==> config.mk <==
export PLATFORM = sky130hd
export DESIGN_NAME = load_store_unit
export DESIGN_NICKNAME = d
export VERILOG_FILES = /design/src/rtl/lsu_pkg.sv /design/src/rtl/load_store_unit.sv
export SDC_FILE = /design/constraint.sdc
export NUM_CORES = 1
export LEC_CHECK = 0
export CORE_MARGIN = 2
export CORE_UTILIZATION = 45
export DETAILED_ROUTE_END_ITERATION = 8
export GPL_TIMING_DRIVEN = 0
export PLACE_DENSITY = 0.81
export SYNTH_ARGS = -nofsm -noshare
export SYNTH_HDL_FRONTEND = slang
export SYNTH_SLANG_ARGS = --single-unit
==> constraint.sdc <==
create_clock -name clk -period 2.7 [get_ports clk]
set_clock_uncertainty 0.15 [all_clocks]
set_input_delay 0.54 -clock clk [delete_from_list [all_inputs] [get_ports clk]]
set_output_delay 0.54 -clock clk [all_outputs]
set_load 0.005 [all_outputs]
==> src/rtl/lsu_pkg.sv <==
// Shared definitions for the byte-serial load/store unit: FSM states and
// the command / access-width encodings used on the request interface.
package lsu_pkg;

    // Sequencer states: idle, first byte on the bus, second byte on the bus
    typedef enum logic [1:0] {
        StIdle  = 2'd0,
        StByte0 = 2'd1,
        StByte1 = 2'd2
    } lsu_state_e;

    // Access width (rq_width)
    localparam logic W8  = 1'b0;
    localparam logic W16 = 1'b1;

    // Command (rq_cmd)
    localparam logic LD = 1'b0;
    localparam logic ST = 1'b1;

endpackage

==> src/rtl/load_store_unit.sv <==
// Load/store unit that serialises 8- or 16-bit accesses onto a byte-wide
// memory bus. A request is captured in IDLE, then one or two byte
// transfers are run (low byte first). Loads are reassembled little-endian
// and returned with a one-cycle writeback strobe.
module load_store_unit
    import lsu_pkg::*;
(
    input  logic        clk,
    input  logic        a_rst,

    input  logic        rq_start,
    input  logic        rq_cmd,
    input  logic        rq_width,
    input  logic        rq_tag,
    input  logic [15:0] rq_adr,
    input  logic [15:0] rq_data,
    output logic        lsu_wait,

    output logic [15:0] data_out,
    output logic        data_tag,
    output logic        data_wb,

    output logic [15:0] mem_adr,
    output logic        mem_rd,
    output logic        mem_wr,
    output logic [7:0]  mem_dout,
    input  logic [7:0]  mem_din,
    input  logic        mem_ready
);

    lsu_state_e  state_q, state_d;

    // Captured request
    logic        cmd_q, cmd_d;
    logic        width_q, width_d;
    logic        tag_q, tag_d;
    logic [15:0] adr_q, adr_d;
    // Store data; for 16-bit loads the low byte doubles as the byte-0 stash
    logic [15:0] data_q, data_d;

    // Load result
    logic [15:0] data_out_q, data_out_d;
    logic        data_tag_q, data_tag_d;
    logic        data_wb_q, data_wb_d;

    logic        busy;
    logic        in_byte1;
    logic        last_byte;
    logic [15:0] adr_inc;
    logic [15:0] load_result;

    assign busy     = (state_q != StIdle);
    assign in_byte1 = (state_q == StByte1);
    // The transfer in flight is the final one of the access
    assign last_byte = in_byte1 || (width_q == W8);
    // Wraps 0xFFFF -> 0x0000 by truncation
    assign adr_inc  = adr_q + 16'd1;

    // Assembled load value as of the final byte: zero-extended for 8-bit loads
    assign load_result = in_byte1 ? {mem_din, data_q[7:0]} : {8'h00, mem_din};

    // Next-state: request capture, byte sequencing and load assembly
    always_comb begin
        state_d    = state_q;
        cmd_d      = cmd_q;
        width_d    = width_q;
        tag_d      = tag_q;
        adr_d      = adr_q;
        data_d     = data_q;
        data_out_d = data_out_q;
        data_tag_d = data_tag_q;
        data_wb_d  = 1'b0;

        case (state_q)
            StIdle: begin
                if (rq_start) begin
                    cmd_d   = rq_cmd;
                    width_d = rq_width;
                    tag_d   = rq_tag;
                    adr_d   = rq_adr;
                    data_d  = rq_data;
                    state_d = StByte0;
                end
            end

            StByte0: begin
                if (mem_ready) begin
                    state_d = (width_q == W16) ? StByte1 : StIdle;
                    if (cmd_q == LD && !last_byte) begin
                        data_d[7:0] = mem_din;
                    end
                end
            end

            StByte1: begin
                if (mem_ready) begin
                    state_d = StIdle;
                end
            end

            default: begin
                state_d = StIdle;
            end
        endcase

        // Final load byte completes: publish result next cycle
        if (busy && mem_ready && last_byte && cmd_q == LD) begin
            data_out_d = load_result;
            data_tag_d = tag_q;
            data_wb_d  = 1'b1;
        end
    end

    // State and datapath registers; reset aborts any access in flight
    always_ff @(posedge clk or negedge a_rst) begin
        if (!a_rst) begin
            state_q    <= StIdle;
            cmd_q      <= 1'b0;
            width_q    <= 1'b0;
            tag_q      <= 1'b0;
            adr_q      <= 16'h0000;
            data_q     <= 16'h0000;
            data_out_q <= 16'h0000;
            data_tag_q <= 1'b0;
            data_wb_q  <= 1'b0;
        end else begin
            state_q    <= state_d;
            cmd_q      <= cmd_d;
            width_q    <= width_d;
            tag_q      <= tag_d;
            adr_q      <= adr_d;
            data_q     <= data_d;
            data_out_q <= data_out_d;
            data_tag_q <= data_tag_d;
            data_wb_q  <= data_wb_d;
        end
    end

    // Bus and status outputs decoded from the registered state only
    always_comb begin
        lsu_wait = busy;
        mem_rd   = busy && (cmd_q == LD);
        mem_wr   = busy && (cmd_q == ST);
        mem_adr  = in_byte1 ? adr_inc : adr_q;
        mem_dout = in_byte1 ? data_q[15:8] : data_q[7:0];
        data_out = data_out_q;
        data_tag = data_tag_q;
        data_wb  = data_wb_q;
    end

endmodule

==> results_dict.tcl, run 1 <==
set metrics [dict create \
    status "complete, but fails checks" \
    violations "negative setup slack" \
    syn2layout_area_growth_pct 49.0 \
    detail_route.vias_per_cell 5.21 \
    cts_buffers 5 \
    cts_tree "built" \
    p_sw_mw 1.43 \
    yosysMostFrequentCell "nand2_1" \
    synth_seq_cells 55 \
    n_antenna_cell 0 \
    swShare_pct 35.0 \
    initial_core_util_pct 47.3 \
    rows 27 \
    fin_crit_sh_pct 105 \
    p_seq_share_pct 37.3 \
    worstPathArrival_ns 2.14 \
    synth.distinct_cells 33 \
    clock_latency_ns 0.30 \
    die_h_um 80.8 \
    start_kind "flip-flop" \
    cts.htree.levels 2 \
    dpl.cell_count 412 \
    die_area_mm2 0.00652 \
    place.gp.congestion 0.816 \
    p_clk_share_pct 11.1 \
    comb_power_share_pct 51.6 \
    nNetsFinal 414 \
    tns_ns -0.415 \
    synthTopCellsByCount "60 x nand2_1, 55 x dfrtp_1, 28 x mux2_2" \
    layout-drive-gt1-share_pct 22.7 \
    worst_slack_ns -0.134 \
    synthTopCellsByArea "dfrtp_1 52%, mux2_2 12%, nand2_1 8.5%, mux2i_1 3.0%, a22o_1 2.6%" \
    muxShareOfSynthArea_pct 14.9 \
    synth_xor_area_share_pct 4.95 \
    intPower_mw 2.67 \
    worstPathMaxFanout 6 \
    fin_cells 438 \
    rsz0062_at_grt "true" \
    synth-compound-area-share_pct 7.17 \
    p_leak_nw 1.76 \
    port_buffers 91 \
    syn_area_per_cell_um2 10.7 \
    max_slew.worst_pin.slew_ns 0.667 \
    clkSinkCount 55 \
    crit_type "flip-flop to primary output" \
    max_freq_ghz 0.353 \
    end_kind "primary output" \
    drc 0 \
    grt_pass1_vias 2313 \
    async_flop_share_pct 100 \
    netlist_area_mm2 0.00265 \
    grt_max_degree 30 \
    synthAdderAreaFrac_pct 0.472 \
    ant_nets 0 \
    final-setup-viol-count 6 \
    maxCapViolCount 0 \
    cp.required_ns 2.01 \
    gr-usage-all-layers_pct 22.2 \
    wl_um 7020 \
    powerDensity_mw_per_mm2 1040 \
    irDropWorstVdd_mv 0.648 \
    finalHoldViolations 0 \
    cts-root-buf "clkbuf_8" \
    grt_pass1_wl_um 11000 \
    vias 2283 \
    min_period_ns 2.83 \
    yosysSeqAreaShare_pct 51.9 \
    synth_warnings 0 \
    grt_antenna_before_repair 0 \
    synth_top_area_share_pct 51.9 \
    overflow 0 \
    synth_top_family_by_area "simple AND/OR/NAND/NOR gates" \
    synth-simple-area-share_pct 17.5 \
    drt-initial-drc-count 107 \
    finalMaxSlewViolations 0 \
    clkSlewWorstSetupHoldPaths_ns 0.09 \
    hp-class "input pin to async pin" \
    synth_area_leader_cell "dfrtp_1" \
    fp.dieW_um 80.8 \
    synth_cells 248 \
    core_region_area_mm2 0.00561 \
    first_pass_iters 4 \
    p_total_mw 4.10 \
    hold_buffers 0 \
    ioPinCount 92 \
    hpwl_um 4970 \
    wl_per_cell_um 16.0 \
    syn-num-nets 296 \
    ys.flop_type "dfrtp_1" \
    synth_edf_count 0 \
    slew_headroom_pct 55.5 \
    cts_max_path_buffers 2 \
]
## cell type report
cell class	count	area (µm²)
Clock buffer	6	82.6
Buffer	12	78.8
Timing Repair Buffer	112	1070
Inverter	2	7.51
Sequential cell	55	1380
Clock inverter	1	5.00
Fill cell	442	1660
Multi-Input combinational cell	178	1240
Tap cell	72	90.1
## layer usage
layer	vias to the layer above	part of all wire, %	global-route usage, %	wire, µm
li1	1080	-	-	-
met1	1120	42	27.6	2970
met2	72	51	38.6	3570
met3	11	4.9	4.78	344
met4	0	2.0	7.80	141
met5	-	0	0	0
## power by group through the flow
stage                     combinational [mW]  clock, mW  sequential (mW)
after floorplan                        0.994          0             1.49
after global placement                  1.90          0             1.55
after detailed placement                1.95          0             1.57
after CTS                               2.08      0.466             1.52
after global routing                    2.31      0.499             1.57
final                                   2.12      0.456             1.53
## critical path, stage by stage (launching register included)
cell and delay, ns:
dfrtp_2 0.44, and2b_1 0.22, buf_6 0.12, nand4_4 0.14
nor4_4 0.18, xor2_1 0.21, clkdlybuf4s50_1 0.53
## final timing paths
kind / cells after the start / start / slack [ns] / end
worst max-delay path: 6 / state_q[0]$_DFFE_PN0P_ / -0.13 / mem_adr[15]
worst min-delay path: 1 / a_rst / 0.10 / data_out[14]$_DFFE_PN0P_
worst max register to register: 7 / state_q[0]$_DFFE_PN0P_ / 0.47 / adr_q[11]$_DFFE_PN0P_
worst min register to register: 2 / data_out[7]$_DFFE_PN0P_ / 0.34 / data_out[7]$_DFFE_PN0P_
max in group asynchronous: 2 / a_rst / 1.71 / state_q[0]$_DFFE_PN0P_
min in group clk: 2 / data_out[7]$_DFFE_PN0P_ / 0.34 / data_out[7]$_DFFE_PN0P_
## cell usage in the layout, fill, tap and decap left out, drive strengths merged, types with 10 or more instances in the layout
cell / n
nor2: 14
clkdlybuf4s50: 79
dfrtp: 55
nand2: 60
buf: 32
mux2: 28
clkbuf: 10
## sequential cells by signal, summed over array words and instances, names as in the netlist
signal    cells
adr_q        16
tag_q         1
data_wb       1
data_q       16
state_q       2
width_q       1
data_tag      1
data_out     16
cmd_q         1
## logic make-up (layout without fill, tap and decap cells)
group | count (synthesis) | after routing
flops | 55 | 55
mux | 36 | 36
fa+ha+maj | 1 | 1
compound gates | 28 | 28
buf+inv | 15 | 133
xor+xnor | 15 | 15
simple gates | 98 | 98
## per-stage QoR
stage	cell area [µm²]	setup slack (ns)	hold WS, ns	utilization (%)
after floorplan	2650	0.646	0.0944	-
after global placement	3650	-0.706	0.317	65.1
after detailed placement	3670	-0.0126	0.324	65.4
after CTS	3890	-0.0806	0.134	69.4
after global routing	3950	-0.244	0.152	70.5
final	3950	-0.134	0.105	70.5
## timing repair
action	4_1_cts	5_1_grt
setup endpoints to repair	23	17
resized for setup	22	11
pin swaps	5	1
buffers inserted	14	6
(Power assumes the default switching activity.)
==> run 2, diff against run 1 <==
- CELL_PAD_IN_SITES_DETAIL_PLACEMENT: default -> 0
- CELL_PAD_IN_SITES_GLOBAL_PLACEMENT: default -> 1
- CORE_UTILIZATION: 45 -> 37
- PLACE_DENSITY: 0.81 -> 0.87
==> results_dict.tcl, run 2 (synthesis results as in run 1) <==
set metrics [dict create \
    status "completed" \
    finalHoldViolations 0 \
    clkSinkCount 55 \
    r2r_end "cmd_q$_DFFE_PN0P_" \
    dp_slack_ns 0.0114 \
    drc 0 \
    max_freq_ghz 0.383 \
    grt.met3_usage_pct 3.36 \
    maxCapViolCount 0 \
    min_period_ns 2.61 \
    ant_nets 0 \
    fin_cells 459 \
    die_area_mm2 0.00786 \
    grt_pass1_vias 2209 \
    cp_slowest_cell "dfrtp_2" \
    nNetsFinal 410 \
    cp_num_cells 7 \
    multi_input_comb_area_mm2 0.00125 \
    r2r_cells 7 \
    syn2layout_area_growth_pct 50.6 \
    cts-root-buf "clkbuf_8" \
    wl_um 6880 \
    fill_cells 611 \
    mostFrequentLayoutCell "clkdlybuf4s50_1" \
    irDropWorstVdd_mv 0.422 \
    layout-drive-gt1-share_pct 23.1 \
    grt_antenna_before_repair 0 \
    p_leak_nw 1.78 \
    core_region_area_mm2 0.00687 \
    regArea_mm2 0.00138 \
    worstPathArrival_ns 1.92 \
    cp.required_ns 2.01 \
    gr-usage-all-layers_pct 17.5 \
    grt_util_met1_pct 24.7 \
    p_clk_share_pct 14.1 \
    cp_top_family "simple AND/OR/NAND/NOR gates" \
    busiest_layer "met2" \
    clock_latency_ns 0.31 \
    most-common-layout-cells "76 x clkdlybuf4s50_1, 60 x nand2_1, 52 x dfrtp_1" \
    critPathMaxStageDelay_ns 0.44 \
    p_seq_share_pct 36.5 \
    max_slew.worst_pin.slew_ns 0.621 \
    hpwl_um 5020 \
    initial_core_util_pct 38.6 \
    swShare_pct 34.8 \
    n_antenna_cell 0 \
    die_h_um 88.7 \
    crit_type "flip-flop to primary output" \
    powerDensity_mw_per_mm2 1040 \
    finalMaxSlewViolations 0 \
    crit_chain "and2b_1 -> buf_6 -> nand4_4 -> buf_4 -> nor4_4 -> xor2_1 -> clkbuf_2" \
    fp.dieW_um 88.7 \
    slew_headroom_pct 58.4 \
    intPower_mw 2.71 \
    wl_per_cell_um 15.0 \
    overflow 0 \
    hp-class "input pin to async pin" \
    start_kind "flip-flop" \
    worst_slack_ns 0.0923 \
    hold_ws_ns 0.0705 \
    p_sw_mw 1.45 \
    fin_crit_sh_pct 96.6 \
    grt_pass1_wl_um 10700 \
    detail_route.vias_per_cell 4.81 \
    grtUsageMet2_pct 27.6 \
    final-setup-viol-count 0 \
    crit_buf_inv 3 \
    vias 2208 \
    rsz0062_at_grt "true" \
    r2r-start "state_q[0]$_DFFE_PN0P_" \
    reg2reg_setup_slack_ns 0.52 \
    cts_tree "built" \
    cts_buffers 5 \
    cts_max_path_buffers 2 \
    crit_start "state_q[0]$_DFFE_PN0P_" \
    grt_max_degree 33 \
    clkSlewWorstSetupHoldPaths_ns 0.11 \
    port_buffers 91 \
    rows 30 \
    first_pass_iters 4 \
    ioPinCount 92 \
    drt-initial-drc-count 112 \
    cts.htree.levels 2 \
    comb_power_share_pct 49.4 \
    place.gp.congestion 0.787 \
    tns_ns 0 \
    worstPathMaxFanout 6 \
    end_kind "primary output" \
    crit_end "mem_adr[15]" \
    dpl.cell_count 436 \
]
[run 2: timing repair]
| action | CTS | global route |
|---|---|---|
| pin swaps | 5 | 0 |
| hold buffers | 0 | 0 |
| setup endpoints to repair | 23 | 19 |
| buffers inserted | 13 | 3 |
| gates resized for setup | 24 | 18 |
[run 2: power by group through the flow]
stage | sequential [mW] | combinational, mW | clock (mW)
6_report | 1.52 | 2.06 | 0.585
5_1_grt | 1.57 | 2.27 | 0.624
4_1_cts | 1.52 | 2.09 | 0.590
3_5_place_dp | 1.57 | 1.95 | 0
3_3_place_gp | 1.55 | 1.92 | 0
2_1_floorplan | 1.49 | 0.994 | 0
[run 2: final cells by class]
class / instances / share of cell area (%)
Buffer: 12 / 2.07
Clock buffer: 5 / 1.72
Clock inverter: 3 / 1.25
Inverter: 2 / 0.188
Multi-Input combinational cell: 178 / 31.4
Sequential cell: 55 / 34.6
Tap cell: 96 / 3.01
Timing Repair Buffer: 108 / 25.8
[run 2: metrics by stage]
step	utilization, %	total power, mW	instance area (µm²)
2_1_floorplan	-	2.49	2650
3_3_place_gp	53.6	3.47	3680
3_5_place_dp	53.8	3.52	3700
4_1_cts	57.6	4.19	3960
5_1_grt	58.1	4.47	3990
6_report	58.1	4.16	3990
[run 2: how the worst min path moves through the flow]
stage                                        from                       to  depth (start not counted)
after CTS                                   a_rst        tag_q$_DFFE_PN0P_                          1
after floorplan                             a_rst     adr_q[0]$_DFFE_PN0P_                          0
after global routing                        a_rst    data_q[5]$_DFFE_PN0P_                          1
final                                       a_rst        tag_q$_DFFE_PN0P_                          1
after global placement    data_out[7]$_DFFE_PN0P_  data_out[7]$_DFFE_PN0P_                          2
after detailed placement  data_out[6]$_DFFE_PN0P_  data_out[6]$_DFFE_PN0P_                          2
[run 2: metal layers]
| metal | vias up | wire length, µm |
|---|---|---|
| met4 | 0 | 110 |
| met3 | 8 | 323 |
| met1 | 1069 | 3170 |
| met2 | 57 | 3280 |
| met5 | - | 0 |
| li1 | 1074 | - |
==> run 3, diff against run 2 <==
- MAX_ROUTING_LAYER: default -> met4
- SLEW_MARGIN: default -> 30
==> results_dict.tcl, run 3 (synthesis results as in run 1) <==
set metrics [dict create \
    tns_ns 0 \
    layout-drive-gt1-share_pct 22.8 \
    cp_slowest_cell "dfrtp_2" \
    clkSinkCount 55 \
    most-common-layout-cells "76 x clkdlybuf4s50_1, 60 x nand2_1, 52 x dfrtp_1" \
    worstPathMaxFanout 6 \
    fill_cells 607 \
    comb_power_share_pct 49.6 \
    p_leak_nw 1.79 \
    cts-root-buf "clkbuf_8" \
    wl_um 6970 \
    place.gp.congestion 0.798 \
    end_kind "primary output" \
    hp-class "flip-flop to flip-flop" \
    clkSlewWorstSetupHoldPaths_ns 0.11 \
    stdcell_area_mm2 0.00402 \
    fp.dieW_um 88.7 \
    status "completed" \
    path_common_cell "buf_6" \
    swShare_pct 34.8 \
    intPower_mw 2.72 \
    min_period_ns 2.60 \
    wl_per_cell_um 15.1 \
    reg2reg_setup_slack_ns 0.53 \
    cp.required_ns 2.01 \
    p_seq_share_pct 36.5 \
    cts.htree.levels 2 \
    cts_buffers 5 \
    start_kind "flip-flop" \
    worstPathArrival_ns 1.91 \
    ant_nets 0 \
    detail_route.vias_per_cell 4.80 \
    drt-initial-drc-count 91 \
    critPathMaxStageDelay_ns 0.44 \
    fin_crit_sh_pct 96.2 \
    die_h_um 88.7 \
    core_region_area_mm2 0.00687 \
    slew_headroom_pct 58.6 \
    nNetsFinal 411 \
    mostFrequentLayoutCell "clkdlybuf4s50_1" \
    max_slew.worst_pin.slew_ns 0.618 \
    crit_chain "and2b_1 -> buf_6 -> nand4_4 -> buf_6 -> nor4_4 -> xor2_1 -> clkbuf_2" \
    grt_max_degree 33 \
    crit_type "flip-flop to primary output" \
    max_freq_ghz 0.385 \
    clock_latency_ns 0.31 \
    cts_tree "built" \
    die_area_mm2 0.00786 \
    finalHoldViolations 0 \
    drc 0 \
    p_clk_share_pct 14.0 \
    hpwl_um 5020 \
    port_buffers 91 \
    finalMaxSlewViolations 0 \
    first_pass_iters 4 \
    ioPinCount 92 \
    final-setup-viol-count 0 \
    syn2layout_area_growth_pct 51.7 \
    vias 2207 \
    n_antenna_cell 0 \
    placed_area_mm2 0.00370 \
    maxCapViolCount 0 \
    p_sw_mw 1.45 \
    gr-usage-all-layers_pct 18.1 \
    irDropWorstVdd_mv 0.422 \
    cts_max_path_buffers 2 \
    powerDensity_mw_per_mm2 1040 \
    grt_pass1_vias 2210 \
    grt_pass1_wl_um 10700 \
    overflow 0 \
    initial_core_util_pct 38.6 \
    rows 30 \
    grt_antenna_before_repair 0 \
]
[run 3: changes by cell type in the layout (fill, tap and decap cells not counted), sizes merged]
cell	change
dlygate4sd3	+1
dlygate4sd2	-1
dlymetal6s2s	+1
clkbuf	-1
clkdlybuf4s15	+1
[run 3: layer usage]
metal | vias to the layer above | share of wire, % | GRT usage [%] | wire (µm)
met1 | 1067 | 47 | 25.1 | 3240
met2 | 57 | 48 | 27.6 | 3350
li1 | 1075 | - | - | -
met5 | - | 0 | - | 0
met3 | 8 | 3.7 | 2.89 | 261
met4 | 0 | 1.6 | 4.68 | 110
[run 3: path summary, 6_finish.rpt]
kind,start,end,depth (start not counted)
min reg2reg,data_out[7]$_DFFE_PN0P_,data_out[7]$_DFFE_PN0P_,2
min in group asynchronous,a_rst,tag_q$_DFFE_PN0P_,2
min,data_out[7]$_DFFE_PN0P_,data_out[7]$_DFFE_PN0P_,2
max,state_q[0]$_DFFE_PN0P_,mem_adr[15],7
max in group asynchronous,a_rst,adr_q[0]$_DFFE_PN0P_,3
max reg2reg,state_q[0]$_DFFE_PN0P_,cmd_q$_DFFE_PN0P_,7
[run 3: metrics by stage]
step / worst slack, ns / hold WS [ns] / cells / power (mW) / util, %
after floorplan: 0.646 / 0.0944 / 248 / 2.49 / -
after global placement: -0.819 / 0.315 / 435 / 3.47 / 53.6
after detailed placement: 0.0120 / 0.319 / 436 / 3.52 / 53.9
after CTS: 0.000187 / 0.346 / 457 / 4.20 / 57.8
after global routing: -0.00508 / 0.370 / 460 / 4.48 / 58.6
final: 0.102 / 0.342 / 460 / 4.18 / 58.6
[run 3: cell type report]
cell class	count	area [µm²]	area share, %
buffer	12	82.6	2.05
clock buffer	5	68.8	1.71
clock inverter	3	50.0	1.24
inverter	2	7.51	0.187
multi-input combinational	178	1250	31.1
sequential	55	1380	34.3
tap	96	120	2.99
timing repair buffer	109	1060	26.4
[run 3: repair_timing]
action	CTS	global route
endpoints found under the hold margin	23	0
setup buffers	13	3
endpoints found under the setup margin	23	20
hold buffers	1	0
pin swaps	5	1
gates resized for setup	23	20
[run 3: critical path: cells and delay by family, from the launching register on]
kind	cells	cell delay, ns
buffers and inverters	3	0.41
DFF	1	0.44
xor gates and xnor gates	1	0.18
and+or+nand+nor	3	0.55
[run 3: power groups by stage]
stage | Sequential [mW] | Clock, mW | Combinational, mW
finish | 1.52 | 0.583 | 2.07
global route | 1.57 | 0.624 | 2.28
CTS | 1.52 | 0.590 | 2.09
detailed placement | 1.57 | 0 | 1.95
global placement | 1.55 | 0 | 1.92
floorplan | 1.49 | 0 | 0.994
